--- src/rtl/shift_register_universal.sv ---
// Universal WIDTH-bit shift register with hold/shift/load/rotate/ASR and an autonomous burst engine.
// Optional: define SHIFT_REG_ROTATE_EN to enable rotate modes 100/101 (otherwise they hold).
module shift_register_universal #(
    parameter int unsigned WIDTH = 8,
    parameter int unsigned CNT_W = 4
) (
    input  logic             clk,
    input  logic             reset,
    input  logic             enable,
    input  logic [2:0]       mode,
    input  logic             serial_in,
    input  logic [WIDTH-1:0] parallel_in,
    input  logic             start,
    input  logic [CNT_W-1:0] count,
    output logic [WIDTH-1:0] q,
    output logic             serial_out,
    output logic             busy,
    output logic             done
);

    typedef enum logic [0:0] {StIdle, StRun} state_e;

    state_e             state_q, state_d;
    logic [2:0]         op_q, op_d;
    logic [CNT_W-1:0]   cnt_q, cnt_d;
    logic [WIDTH-1:0]   q_q, q_d;
    logic               so_q, so_d;
    logic               done_q, done_d;
    logic [2:0]         op_sel;
    logic               do_op;

    always_ff @(posedge clk) begin
        if (reset) begin
            state_q <= StIdle;
            op_q    <= 3'b000;
            cnt_q   <= '0;
            q_q     <= '0;
            so_q    <= 1'b0;
            done_q  <= 1'b0;
        end else begin
            state_q <= state_d;
            op_q    <= op_d;
            cnt_q   <= cnt_d;
            q_q     <= q_d;
            so_q    <= so_d;
            done_q  <= done_d;
        end
    end

    always_comb begin
        state_d = state_q;
        op_d    = op_q;
        cnt_d   = cnt_q;
        done_d  = 1'b0;
        do_op   = 1'b0;
        op_sel  = mode;
        unique case (state_q)
            StIdle: begin
                // start has priority over a single enable-driven operation
                if (start) begin
                    op_d  = mode;
                    cnt_d = count;
                    if (count != '0) begin
                        state_d = StRun;
                    end else begin
                        done_d = 1'b1;
                    end
                end else if (enable) begin
                    do_op = 1'b1;
                end
            end
            StRun: begin
                do_op  = 1'b1;
                op_sel = op_q;
                cnt_d  = cnt_q - CNT_W'(1);
                if (cnt_q == CNT_W'(1)) begin
                    state_d = StIdle;
                    done_d  = 1'b1;
                end
            end
            default: state_d = StIdle;
        endcase

        q_d  = q_q;
        so_d = so_q;
        if (do_op) begin
            case (op_sel)
                3'b001: begin
                    q_d  = {q_q[WIDTH-2:0], serial_in};
                    so_d = q_q[WIDTH-1];
                end
                3'b010: begin
                    q_d  = {serial_in, q_q[WIDTH-1:1]};
                    so_d = q_q[0];
                end
                3'b011: q_d = parallel_in;
`ifdef SHIFT_REG_ROTATE_EN
                3'b100: begin
                    q_d  = {q_q[WIDTH-2:0], q_q[WIDTH-1]};
                    so_d = q_q[WIDTH-1];
                end
                3'b101: begin
                    q_d  = {q_q[0], q_q[WIDTH-1:1]};
                    so_d = q_q[0];
                end
`endif
                3'b110: begin
                    q_d  = {q_q[WIDTH-1], q_q[WIDTH-1:1]};
                    so_d = q_q[0];
                end
                default: ;
            endcase
        end
    end

    always_comb begin
        q          = q_q;
        serial_out = so_q;
        busy       = (state_q == StRun);
        done       = done_q;
    end

endmodule

--- config.mk ---
export PLATFORM = sky130hd
export DESIGN_NAME = shift_register_universal
export DESIGN_NICKNAME = d
export VERILOG_FILES = /design/src/rtl/shift_register_universal.sv
export SDC_FILE = /design/constraint.sdc
export NUM_CORES = 1
export LEC_CHECK = 0
export ABC_AREA = 1
export CORE_MARGIN = 2
export CORE_UTILIZATION = 45
export DETAILED_ROUTE_END_ITERATION = 8
export PLACE_DENSITY = 0.84
export SLEW_MARGIN = 10
export SYNTH_ARGS = -nofsm -noshare
export SYNTH_HDL_FRONTEND = slang
export SYNTH_SLANG_ARGS = --single-unit
--- constraint.sdc ---
create_clock -name clk -period 1.8 [get_ports clk]
set_clock_uncertainty 0.1 [all_clocks]
set_input_delay 0.18 -clock clk [delete_from_list [all_inputs] [get_ports clk]]
set_output_delay 0.18 -clock clk [all_outputs]
set_load 0.02 [all_outputs]
# Yosys cells after proc, flatten, opt, wreduce, memory -nomap -nowiden
# Index checks and enable logic that the tools add are counted.
[classes]
add_sub_neg = 1
eq_ne = 6
n_mux = 16
n_bitwise = 2
n_reduce_logical = 9
[op_table]
columns = ["cell", "n"]
rows = [
  ["$pmux 8 s4", 1],
  ["$mux 1", 8],
  ["$pmux 1 s2", 4],
  ["$pmux 4 s2", 1],
  ["$reduce_bool 4->1", 2],
  ["$eq 3x2->1 const B", 2],
  ["$reduce_and 2->1", 3],
  ["$eq 4x1->1 const B", 1],
  ["$mux 4", 1],
  ["$sub 4x1->4 const B", 1],
  ["$eq 3x1->1 const B", 1],
  ["$eq 3x3->1 const B", 1],
  ["$mux 3", 1],
  ["$reduce_and 3->1", 1],
  ["$reduce_bool 3->1", 1],
  ["$ne 2x2->1 const B", 1],
  ["$not 1->1", 2],
  ["$reduce_bool 2->1", 1],
  ["$reduce_or 2->1", 1],
]
[word_totals]
ff_bits = 18
inputBits = 20
out_inout_bits = 11

# Depth between registers and ports, before layout
# Gate-level depths: netlist (run 1).
[depth]
ltp_word = 5
mapped_depth = 10

# Least setup slack after synthesis (run 1)
# Ideal clock, no wire load.
[synth_path]
path_type = "register -> register"
startpoint = "register state_q, in the netlist busy"
endpoint = "register q_q[7], in the netlist q[7]"
setup_time_ns = 0.112
arrival_ns = 1.243
path_slack_ns = 0.345
path_stages_with_launch = 10
cell_sequence = "dfxtp_1 > buf_6 > nand2_1 > nand2_4 > nand2_4 > buf_6 > nand3_1 > nand2_1 > nor2_1 > nor2_1"
[synth_via]
elab_chain_len = 4
[synth_rtl]
columns = ["element", "line_no", "source"]
rows = [
  ["start: declaration", "23", "state_e state_q, state_d;"],
  ["start signal: assignment", "34", "state_q <= StIdle;"],
  ["start signal: assignment", "41", "state_q <= state_d;"],
  ["$mux 3", "57", "unique case (state_q)"],
  ["$eq 3x2->1, or another cell as far along", "87", "case (op_sel)"],
  ["$reduce_bool 3->1 (no source line) / $not 1->1 (equally long branches)", "-", ""],
  ["$reduce_and 3->1 (no source line)", "-", ""],
  ["end signal: assignment", "44", "q_q <= q_d;"],
  ["end: declaration", "26", "logic [WIDTH-1:0] q_q, q_d;"],
]
# Several ways; a longest one is shown, not always the timed one.
# A chain may end at the register's enable or synchronous reset.

# Worst setup path in the final report (run 1)
[layout_path]
startpoint = "register state_q, in the netlist busy"
endpoint = "output port busy"
[layout_lines]
columns = ["element", "line_no", "source"]
rows = [
  ["end: declaration", "17", "output logic busy,"],
]
# No word-level cell between the ends.

==> out/qor.yml, run 1 <==
placement:
  dpl-instance-area_um2: 1520
  port_buffers: 30
  gp_congestion: 0.841
  dpl.hpwl_mm: 2.02
  dp_slack_ns: 0.0970
clock_tree:
  clk_latency_ns: 0.30
  cts_resized: 1
  cts_tree: "yes"
  numCtsBuffers: 3
  htree_levels: 1
  path_clk_slew_ns: 0.10
  clockBufferDepth: 2
  cts.sinks: 18
  post-cts-setup-buffers: 0
  root_buffer: "clkbuf_4"
  hold_buffers: 0
logic_synthesis:
  synth_common_cells: "nand2_1, inv_1, nand3_1, nor2_1, dfxtp_1"
  avgSynthCellArea_um2: 6.57
  ys.warnings.count: 0
  synth_top_area_share_pct: 29.3
  mappedNetlistArea_um2: 1230
  synthTopCellsByArea: "dfxtp_1, nand2_1, nand3_1"
  synth_fp_nets: 209
  synth-main-ff-cell: "dfxtp_1"
  ys_seq_elements: 18
  synth_top_area_cell: "dfxtp_1"
  yosysMostFrequentCell: "nand2_1"
  yosysSeqAreaShare_pct: 29.3
  netlist-cell-type-count: 24
  synthArstFlopShare_pct: 0
  syn-instance-count: 187
  synth-edff-count: 0
power_and_ir_drop:
  power.density_nw_per_um2: 709
  peakVddDrop_v: 0.000493
  leakagePower_nw: 0.724
global_routing:
  grt_max_degree: 15
  grtUsageTotal_pct: 17.9
  antenna_found_initial: 0
  grt_overflow_total: 0
  grt_pass1_wl_mm: 4.62
  grt_pass1_vias: 1056
floorplan:
  dieArea_um2: 3160
  coreArea_um2: 2520
  initial_core_util_pct: 48.7
  row_count: 18
  dieHeight_um: 56.3
  die_width_um: 56.3
  ioPinCount: 31
timing:
  slew_violations: 0
  final-setup-viol-count: 0
  fin_setup_tns_ns: 0
  tightestPinTransition_ns: 0.393
  rsz0062_at_grt: "false"
  slew_headroom_pct: 73.7
  hold_viol_final: 0
  finalCritPeriodShare_pct: 93.4
  fmax_mhz: 595
  setup_ws_ns: 0.119
  fin_crit_ns: 1.68
final_layout:
  final_core_util_pct: 61.2
  nFillCells: 257
  nets: 239
  num_antenna_cells: 0
  drive_gt1_share_pct: 11.6
  area.growth.synth_to_final_pct: 25.7
  final_cell_area_um2: 1540
worst_setup_path:
  cp_num_cells: 1
  slowest_delay_ns: 0.65
  worstPathArrival_ns: 1.40
  crit_buf_inv: 1
  crit_type: "flip-flop to output pin"
  crit_chain: "clkdlybuf4s50_1"
  critPathCaptureType: "output pin"
  cp.required_ns: 1.52
  start_kind: "flip-flop"
  r2r_cells: 8
  cp_slowest_cell: "clkdlybuf4s50_1"
  worst_path_dominant_cell_family: "buffers and inverters"
  cp_max_fo: 10
route:
  routed_via_density: 4.95
  drtIter0Drc: 25
  drt-total-wl_mm: 2.69
  drc: 0
  dr.pass1.iters: 4
  vias: 1212
  wire_per_inst_um: 11.0
  ant_nets: 0
hold_path:
  holdPathStages: 3
  hp-class: "input pin to flip-flop"
outcome:
  status: "finished clean"
flow_run:
  drv_cap: 0
[tightest hold or removal path: cells and delay by family]
kind	cells	cell delay, ns
AOI/OAI and AO/OA	1	0.06
buffers and inverters	2	0.47
[cell families (layout without fill, tap and decap cells)]
| logic type | after synthesis | count (layout) | share of synthesized area, % |
|---|---|---|---|
| AND/OR/NAND/NOR | 106 | 106 | 43.1 |
| XOR/XNOR | 1 | 1 | 0.713 |
| flip-flops | 18 | 18 | 29.3 |
| AO/OA/AOI/OAI | 22 | 22 | 10.3 |
| adder cells (fa/ha/maj) | 2 | 2 | 2.04 |
| buffers and inverters | 38 | 66 | 14.6 |
[stage by stage]
step                      cells  hold slack (ns)  power, mW
after floorplan             187            0.149      0.771
after global placement      242            0.364      0.892
after detailed placement    242            0.369      0.898
after CTS                   245            0.352       1.10
after global routing        245            0.378       1.17
final                       245            0.356       1.10
[flip-flops by register name, indices dropped and copies added, names as in the netlist]
name        flops
done            1
cnt_q           4
op_q            3
serial_out      1
q               8
busy            1
[final timing paths]
kind	to	slack (ns)	from
max	busy	0.12	busy$_SDFF_PP0_
min	op_q[2]$_SDFFE_PP0P_	0.36	mode[2]
max reg2reg	q[6]$_SDFFE_PP0P_	0.25	busy$_SDFF_PP0_
min reg2reg	op_q[0]$_SDFFE_PP0P_	0.38	op_q[0]$_SDFFE_PP0P_
[area by class of cell]
class	count	area [um2]	area share, %
flip-flops and latches	18	362	23.4
well taps	30	37.5	2.43
inverters	32	125	8.10
clock buffers	3	22.5	1.46
repair buffers	31	308	19.9
multi-input cells	131	689	44.7
[routing by layer]
layer  GRT usage [%]  share of wire (%)  up-vias
li1                -                  -      649
met1            25.7                 52      537
met2            27.4                 43       21
met3            1.84                3.2        5
met4            7.14                1.7        0
met5               0                  0        -
[layout by cell type (no fill, tap or decap), drive strengths merged]
master,count
buf,1
o221ai,1
nand3,27
o211ai,1
ha,2
o21ai,8
inv,32
nor4,1
clkbuf,3
nand2,52
dfxtp,18
xor2,1
clkdlybuf4s50,30
nand4,3
nor2,23
a21boi,1
a21oi,11
[power breakdown]
part           total [mW]  switching (mW)  leakage (nW)  internal, mW
clock               0.205           0.127        0.0138        0.0779
sequential          0.476          0.0362         0.149         0.440
combinational       0.415           0.242         0.562         0.173
total                1.10           0.405         0.724         0.691
(Power assumes the default switching activity.)
==> inputs of run 2 (changes only) <==
Settings changed: CORE_MARGIN 2 to not set, CTS_CLUSTER_DIAMETER set to 30.
==> run 2 against run 1 <==
  * Critical path depth stayed put
  * Design area is 1.5% higher
  * Clock power hardly changed
  * Final cell count is 0.82% higher
  * Global-route usage is 2.1 points higher
  * Highest routed layer unchanged
==> out/qor.yml, run 2 (synthesis gave the netlist of run 1 again) <==
outcome:
  status: "finished clean"
floorplan:
  initial_core_util_pct: 48.7
  dieHeight_um: 54.3
  dieArea_um2: 2940
  ioPinCount: 31
  coreArea_um2: 2520
  row_count: 18
  die_width_um: 54.3
final_layout:
  drive_gt1_share_pct: 12.0
  final_cell_area_um2: 1570
  final_core_util_pct: 62.1
  stdcell_count: 247
  nets: 241
  num_antenna_cells: 0
  most-common-layout-cells: "nand2_1, inv_1, clkdlybuf4s50_1, nand3_1, nor2_1"
  area.growth.synth_to_final_pct: 27.5
  layout_commonest_cell: "nand2_1"
  largest_register_ffs: 8
flow_run:
  drv_cap: 0
route:
  dr.pass1.iters: 4
  ant_nets: 0
  drt-total-wl_mm: 2.54
  wire_per_inst_um: 10.3
  routed_via_density: 4.79
  drc: 0
  vias: 1184
  drtIter0Drc: 27
power_and_ir_drop:
  clkPwrFrac_pct: 18.5
  seqPwrFrac_pct: 42.9
  peakVddDrop_v: 0.000538
  swShare_pct: 36.6
  leakagePower_nw: 0.736
  switching_power_mw: 0.402
  power.density_nw_per_um2: 702
  internal-power_mw: 0.697
  p_comb_share_pct: 38.6
global_routing:
  antenna_found_initial: 0
  grt_pass1_vias: 982
  grtUsageTotal_pct: 20.0
  grt_max_degree: 15
  grt_pass1_wl_mm: 4.28
  grt_overflow_total: 0
clock_tree:
  path_clk_slew_ns: 0.11
  clk_latency_ns: 0.30
  root_buffer: "clkbuf_4"
  cts_tree: "yes"
  post-cts-setup-buffers: 0
  clockBufferDepth: 2
  numCtsBuffers: 3
  cts.sinks: 18
  htree_levels: 1
placement:
  gp_congestion: 0.809
  dp_cells: 244
  dpl-instance-area_um2: 1540
  port_buffers: 30
  dpl.hpwl_mm: 1.91
worst_setup_path:
  cp_slowest_cell: "clkdlybuf4s50_1"
  worstPathArrival_ns: 1.42
  r2r-end: "q[6]$_SDFFE_PP0P_"
  slowest_delay_ns: 0.65
  r2r_cells: 10
  crit_buf_inv: 1
  critPathCaptureType: "output pin"
  rr_startpoint: "busy$_SDFF_PP0_"
  start_kind: "flip-flop"
  cp_max_fo: 7
  r2r_slack_ns: 0.13
  cp.required_ns: 1.52
  worst_path_dominant_cell_family: "buffers and inverters"
  crit_chain: "clkdlybuf4s50_1"
  crit_type: "flip-flop to output pin"
timing:
  slew_headroom_pct: 74.7
  fin_crit_ns: 1.70
  hold_viol_final: 0
  fmax_mhz: 587
  tightestPinTransition_ns: 0.379
  final-setup-viol-count: 0
  fin_setup_tns_ns: 0
  finalCritPeriodShare_pct: 94.6
  hold_ws_ns: 0.344
  rsz0062_at_grt: "false"
  slew_violations: 0
hold_path:
  hold_end: "op_q[2]$_SDFFE_PP0P_"
  hp-class: "input pin to flip-flop"
  min_from: "mode[2]"
  holdPathStages: 3
==> run 2: worst min-delay path: stages <==
cell	delay, ns
clkdlybuf4s50_1	0.39
inv_1	0.08
a21oi_1	0.06
==> run 2: layout make-up <==
cell class / count / area, um2
fillers: 241 / 956
multi-input cells: 131 / 698
flip-flops and latches: 18 / 360
repair buffers: 33 / 323
inverters: 32 / 125
well taps: 30 / 37.5
clock buffers: 3 / 22.5
==> run 2: routing by layer <==
metal  global-route usage (%)  up-vias  share of wire, %
met5                        0        -                 0
met4                     5.98        0               1.1
met3                     5.00        2               4.2
met2                     29.1       24                43
met1                     28.7      509                52
li1                         -      649                 -
==> run 2: power by group through the flow <==
stage / registers [mW] / logic, mW / clock network [mW]
3_5_place_dp: 0.481 / 0.420 / 0
2_1_floorplan: 0.503 / 0.268 / 0
3_3_place_gp: 0.481 / 0.416 / 0
5_1_grt: 0.477 / 0.477 / 0.222
4_1_cts: 0.472 / 0.422 / 0.209
6_report: 0.472 / 0.424 / 0.203
==> run 2: timing repair <==
action,CTS,global route
hold buffers,0,0
gates resized for setup,0,1
setup endpoints to repair,0,1
==> run 2: worst max path at each step <==
| stage | from | to | slack (ns) | depth (start not counted) |
|---|---|---|---|---|
| detailed placement | mode[1] | q[5]$_SDFFE_PP0P_ | 0.12 | 9 |
| global placement | mode[0] | q[1]$_SDFFE_PP0P_ | 0.13 | 10 |
| finish | busy$_SDFF_PP0_ | busy | 0.1 | 1 |
| floorplan | busy$_SDFF_PP0_ | q[7]$_SDFFE_PP0P_ | 0.35 | 9 |
| global route | busy$_SDFF_PP0_ | serial_out$_SDFFE_PP0P_ | 0.001 | 10 |
| CTS | busy$_SDFF_PP0_ | busy | 0.10 | 1 |
==> run 2: metrics by stage <==
stage | power, mW | setup slack, ns
after floorplan | 0.771 | 0.345
after global placement | 0.897 | 0.128
after detailed placement | 0.901 | 0.119
after CTS | 1.10 | 0.100
after global routing | 1.18 | 0.00117
final | 1.10 | 0.0970
